**src/rtl/jtframe_joyser.sv**
```systemverilog
// Serial reader for a 16-bit parallel-in shift-register joystick chain.
// Two consecutive agreeing scans are required before the player buses change.
module jtframe_joyser #(
    parameter int unsigned DIV = 8,
    parameter int unsigned GAP = 256
) (
    input  logic       clk,
    input  logic       rst,
    input  logic       joy_data,
    output logic       joy_clk,
    output logic       joy_load,
    output logic [5:0] joy1,
    output logic [5:0] joy2,
    output logic       upd
);

    localparam logic [15:0] GAP_LAST  = 16'(GAP - 1);
    localparam logic [15:0] LOAD_LAST = 16'(2 * DIV - 1);
    localparam logic [15:0] HALF_LAST = 16'(DIV - 1);

    typedef enum logic [2:0] {
        IDLE,
        LOAD,
        SHIFT_LO,
        SHIFT_HI,
        DONE
    } state_t;

    state_t      state_q, state_d;
    logic [15:0] cnt_q, cnt_d;
    logic [3:0]  idx_q, idx_d;
    logic [1:0]  sync_q, sync_d;
    logic [11:0] scan_q, scan_d;
    logic [11:0] prev_q, prev_d;
    logic [11:0] out_q, out_d;
    logic        upd_q, upd_d;
    logic        jclk_q, jclk_d;
    logic        jload_q, jload_d;

    logic        bit_used;
    logic [3:0]  bit_pos;
    logic [11:0] cand;

    // Frame bits 6,7,14,15 are unused; the rest pack into a 12-bit scan word.
    assign bit_used = (idx_q[2:1] != 2'b11);
    assign bit_pos  = idx_q[3] ? (4'd6 + {1'b0, idx_q[2:0]}) : {1'b0, idx_q[2:0]};

    // Reorder up,down,left,right,fire1,fire2 into the joystick bus bit map.
    assign cand = {scan_q[11], scan_q[10], scan_q[6], scan_q[7], scan_q[8], scan_q[9],
                   scan_q[5],  scan_q[4],  scan_q[0], scan_q[1], scan_q[2], scan_q[3]};

    always_comb begin
        state_d = state_q;
        cnt_d   = cnt_q;
        idx_d   = idx_q;
        sync_d  = {sync_q[0], joy_data};
        scan_d  = scan_q;
        prev_d  = prev_q;
        out_d   = out_q;
        upd_d   = 1'b0;

        case (state_q)
            IDLE: begin
                if (cnt_q == GAP_LAST) begin
                    state_d = LOAD;
                    cnt_d   = '0;
                end else begin
                    cnt_d = cnt_q + 16'd1;
                end
            end
            LOAD: begin
                if (cnt_q == LOAD_LAST) begin
                    state_d = SHIFT_LO;
                    cnt_d   = '0;
                    idx_d   = '0;
                end else begin
                    cnt_d = cnt_q + 16'd1;
                end
            end
            SHIFT_LO: begin
                if (cnt_q == HALF_LAST) begin
                    if (bit_used) begin
                        scan_d[bit_pos] = sync_q[1];
                    end
                    state_d = SHIFT_HI;
                    cnt_d   = '0;
                end else begin
                    cnt_d = cnt_q + 16'd1;
                end
            end
            SHIFT_HI: begin
                if (cnt_q == HALF_LAST) begin
                    cnt_d = '0;
                    if (idx_q == 4'd15) begin
                        state_d = DONE;
                    end else begin
                        idx_d   = idx_q + 4'd1;
                        state_d = SHIFT_LO;
                    end
                end else begin
                    cnt_d = cnt_q + 16'd1;
                end
            end
            DONE: begin
                prev_d = cand;
                if (cand == prev_q) begin
                    out_d = cand;
                    upd_d = (cand != out_q);
                end
                state_d = IDLE;
                cnt_d   = '0;
            end
            default: begin
                state_d = IDLE;
                cnt_d   = '0;
            end
        endcase

        // Strobes follow the next state so they leave the flops glitch-free.
        jload_d = (state_d != LOAD);
        jclk_d  = (state_d != SHIFT_LO);
    end

    always_ff @(posedge clk) begin
        if (rst) begin
            state_q <= IDLE;
            cnt_q   <= '0;
            idx_q   <= '0;
            sync_q  <= 2'b11;
            scan_q  <= 12'hFFF;
            prev_q  <= 12'hFFF;
            out_q   <= 12'hFFF;
            upd_q   <= 1'b0;
            jclk_q  <= 1'b1;
            jload_q <= 1'b1;
        end else begin
            state_q <= state_d;
            cnt_q   <= cnt_d;
            idx_q   <= idx_d;
            sync_q  <= sync_d;
            scan_q  <= scan_d;
            prev_q  <= prev_d;
            out_q   <= out_d;
            upd_q   <= upd_d;
            jclk_q  <= jclk_d;
            jload_q <= jload_d;
        end
    end

    assign joy_clk  = jclk_q;
    assign joy_load = jload_q;
    assign joy1     = out_q[5:0];
    assign joy2     = out_q[11:6];
    assign upd      = upd_q;

endmodule

```
**config.mk**
```make
export PLATFORM = sky130hd
export DESIGN_NAME = jtframe_joyser
export DESIGN_NICKNAME = d
export VERILOG_FILES = /design/src/rtl/jtframe_joyser.sv
export SDC_FILE = /design/constraint.sdc
export NUM_CORES = 1
export LEC_CHECK = 0
export ABC_AREA = 0
export BUFFER_PORTS_ARGS = -buffer_cell sky130_fd_sc_hd__buf_2
export CORE_AREA = 2 2 99 111
export DETAILED_ROUTE_END_ITERATION = 12
export DIE_AREA = 0 0 101 113
export PLACE_DENSITY = 0.43
export SYNTH_ARGS = -nofsm -noshare
export SYNTH_HDL_FRONTEND = slang
export SYNTH_SLANG_ARGS = --single-unit
```
**constraint.sdc**
```tcl
create_clock -name clk -period 2.6 [get_ports clk]
set_input_delay 0.52 -clock clk [delete_from_list [all_inputs] [get_ports clk]]
set_output_delay 0.52 -clock clk [all_outputs]
set_load 0.02 [all_outputs]
```
; After elaboration in Yosys (flattened, before gate mapping)
; Cells that the tools add are included.
[totals]
register_bits = 64
elab_cells = 59
output_inout_bits = 15
input_bits = 3
[classes]
mux = 18
magnitude_cmp = 2
n_eq_ne = 16
bitwise = 2
reduce_logical = 8
add_sub_neg = 3
[ops]
columns = cell, n
row1 = 2-to-1 mux 16 bit, 3
row2 = one-hot mux 16 bit (3 select lines), 1
row3 = "adder 16 x 1 -> 16 bit, second input constant", 1
row4 = "equality test 16 x 3 -> 1 bit, second input constant", 1
row5 = "equality test 16 x 4 -> 1 bit, second input constant", 1
row6 = "equality test 16 x 8 -> 1 bit, second input constant", 1
row7 = 2-to-1 mux 4 bit, 4
row8 = 2-to-1 mux 3 bit, 5
row9 = bitwise mux 12 bit, 1
row10 = equality test 12 bit, 1
row11 = inequality test 12 bit, 1
row12 = one-hot mux 3 bit (4 select lines), 1
row13 = "inequality test 2 bit, second input constant", 4
row14 = one-hot mux 4 bit (2 select lines), 1
row15 = "equality test 3 x 2 -> 1 bit, second input constant", 2
row16 = "less-than comparator 4 x 5 -> 1 bit, second input constant", 1
row17 = "adder 3 x 3 -> 4 bit, first input constant", 1
row18 = "adder 4 x 1 -> 4 bit, second input constant", 1
row19 = demux 1 bit (select 4 bit), 1
row20 = "equality test 4 bit, second input constant", 1
row21 = ">= comparator 4 x 1 -> 1 bit, second input constant", 1
row22 = AND reduction 4 bit, 1
row23 = "equality test 3 x 1 -> 1 bit, second input constant", 1
row24 = "equality test 3 bit, second input constant", 1
row25 = 11 further kinds, 12

; Depth between registers and ports, before layout
[depth]
word_depth = 7
mapped_depth = 8

; Worst setup path after synthesis
; No wires, ideal clock.
[synth_path]
kind = flip-flop to flip-flop
startpoint = register cnt_q[0]
endpoint = register idx_q[0]
t_arrival_ns = 1.923
setup_time_ns = 0.071
synth_period_minus_slack_ns = 1.994
setup_slack_ns = 0.606
stages_incl_launch_ff = 7
path_cell_list = dfxtp_1 -> ha_1 -> and3_1 -> a41oi_1 -> a2111o_1 -> or4_1 -> a21oi_1
[synth_via]
elab_chain_cells = 3
word_cells_on_any_way = 5
classes_between = 4 x eq/ne / 1 x reduce/logical
[synth_lines]
columns = element, line_no
row1 = from (decl), 30  ; logic [15:0] cnt_q, cnt_d;
row2 = from (signal assigned), 138  ; cnt_q <= cnt_d;
row3 = equality test 16 x 3 -> 1 bit / equality test 16 x 4 -> 1 bit (equally long branches), "92, 72"
row4 = inequality test 2 bit (no line), -
row5 = AND reduction 4 bit (no line) *, -
row6 = to (signal assigned), 139  ; idx_q <= idx_d;
row7 = to (decl), 31  ; logic [3:0] idx_q, idx_d;
; Every way passes the cells marked *; elsewhere a longest branch is shown, timed or not.
; A chain may end at the register's enable or synchronous reset.

; Worst setup path after layout
; Ends and elaborated chain as after synthesis.

==> reports/metrics.cfg <==
[status]
status=finished clean

[clocking]
h-tree-depth=3
clkLatencyLatePin_ns=0.33
cts_setup_buffers=0
cts.clk_slew.worst_paths_ns=0.06
cts_buffer_depth=2
numCtsBuffers=9
hold_buffers=0
cts.sinks=64
ctsResizeCount=0
cts_tree=built
cts_root_buffer=clkbuf_16

[worst_setup_path]
r2r_setup_slack_ns=0.41
critPathKind=reg2reg
crit_path_start_kind=register
crit_arrival_ns=2.44
crit_path_max_fanout=6
worst_ep_required_time_ns=2.85
end_kind=register

[global_route]
grt_use_total_pct=12.3
grt_start_max_net_pins=31
grt_pass1_wl_mm=10.9
antenna_found_initial=0
grt_pass1_vias=2220
grt.overflow.total=0

[cells_and_area]
fin_area_um2=3610
antenna_cells=0
final_nets=349
drive_gt1_share_pct=14.1
syn2layout_area_growth_pct=19.0

[power]
powerDensity_nw_per_um2=677
ir_worst_vdd_uv=282
power_leakage_nw=1.27
power_w=0.00245

[worst_hold_path]
hold_path_class=in2reg

[sta]
finalHoldWorstSlack_ns=0.381
fin_crit_ns=2.19
slew_viol_final=0
max_slew.worst_pin.slew_ns=0.752
finalWorstSetupSlack_ns=0.411
rsz0062_at_grt=no
skew_ns=0.00810
hold_viol_final=0
finalSetupViolCount=0
fmax_ghz=0.457
slew_headroom_pct=49.7
fin_tns_setup_ns=0
fin_crit_sh_pct=84.2

[synth]
synth.area.mux_share_pct=3.96
synth_cells=325
ys_ff_latch=64
yosysWarningCount=0
yosysUniqueCellTypes=39
synth-simple-area-share_pct=25.4
synth_adder_area_share_pct=1.65
synth.top_cells.by_area=dfxtp_1, xnor2_1, a211o_1, nor2b_1, nor2_1
synth_top_family_by_area=simple AND/OR/NAND/NOR gates
synth_top_area_cell=dfxtp_1
synth_xor_area_share_pct=11.8
syn_nets=332
netlist_area_um2=3040
synth_top_cell_area_share_pct=42.2
synth_compound_area_share_pct=12.0
synthArstFlopShare_pct=0
synth_area_per_cell_um2=9.34
synth_edf_count=0
synthFlopType=dfxtp_1
yosysSeqAreaShare_pct=42.2

[routing]
detail-route-antenna-nets=0
vias=2331
dr_wl_met3_um=217
drtIter0Drc=77
wirelength_mm=6.47
drc_errors=0
viasPerCell=4.96
first_pass_iters=5
route.met2.wl_mm=2.98
wire_per_inst_um=13.8
top_layer_used=met4
wl_met1_mm=3.19

[die]
io_pins=18
start_util_pct=29.6
die_area_um2=11400
die_h_um=113
fp.dieW_um=101
core-area_um2=10200
rows=39

[run]
maxCapViolCount=0

[place]
dpl.hpwl_mm=4.38
port_buffers=17
place_ws_ns=0.420
place_area_um2=3260
routabilityCongestion=0.691

[report_power, final]
group / internal [W] / total (W) / switching (W) / leakage [nW]
clock: 0.000967 / 0.00142 / 0.000455 / 0.169
combinational: 0.00000987 / 0.0000332 / 0.0000233 / 0.579
sequential: 0.000986 / 0.000990 / 0.00000377 / 0.518
total: 0.00196 / 0.00245 / 0.000483 / 1.27
[cells in the final DEF, fill, tap and decap left out, types with 6 or more instances in the layout]
master and instances:
xor2_1 10, nor2_1 43, nand2_1 9, nand4_1 8
dfxtp_1 64, buf_2 17, o21ai_0 7, nor3_1 11
xnor2_1 31, mux2i_1 12, nor2b_1 27, clkbuf_16 9
buf_4 6, a211o_1 24, nand3_1 11
[registers in the layout, indices dropped and copies added (netlist names), 2 cells and up]
register and count:
out_q 12, cnt_q 16, scan_q 12, idx_q 4, state_q 3, prev_q 12, sync_q 2
[worst paths after layout]
check,start,to,cells past startpoint
worst min register to register,sync_q[0],sync_q[1],1
worst max register to register,cnt_q[0],idx_q[0],6
worst max-delay path,cnt_q[0],idx_q[0],6
worst min-delay path,joy_data,sync_q[0],2
[kinds of logic after synthesis]
group | Yosys count
adder cells (fa/ha/maj) | 4
AO/OA/AOI/OAI | 47
flip-flops | 64
multiplexers | 12
XOR/XNOR | 41
buffers and inverters | 22
AND/OR/NAND/NOR | 135
[Yosys cell counts (all sizes together), types with 2 or more instances]
cell and number:
nand2 9, mux2i 12, xor2 10, nor2b 27, nor2 43, nand4 8, nor3 11, and4 5
buf 6, ha 4, o31ai 2, nor4b 2, clkbuf 11, o21ai 7, inv 5, dfxtp 64
and3 4, a211o 24, a31oi 2, o211ai 2, or2 3, xnor2 31, nand3 11, or4 2
nor4 4, a21oi 5
[through the flow]
step | std cells | utilization (%)
2_1_floorplan | 325 | -
3_3_place_gp | 454 | 31.8
3_5_place_dp | 454 | 31.8
4_1_cts | 470 | 35.3
5_1_grt | 470 | 35.3
6_report | 470 | 35.3
[routing by layer]
layer,up-vias,track usage [%]
met1,1101,16.4
met5,-,0
met2,37,18.5
met3,7,2.90
li1,1186,-
met4,0,5.95
[worst max-delay path, stage by stage, from the launching register on]
cell	delay (ns)
dfxtp_1	0.36
ha_1	0.20
and3_1	0.26
a41oi_1	0.23
a2111o_1	0.51
or4_1	0.41
a21oi_1	0.14
[cell type report]
cell class / instances / area (µm²)
fillers: 1064 / 6640
inverters: 5 / 18.8
multi-input cells: 239 / 1670
repair buffers: 23 / 130
clock inverters: 6 / 115
flip-flops and latches: 64 / 1280
well taps: 123 / 154
clock buffers: 10 / 239
Note: power is estimated with default switching activity, not from simulation.
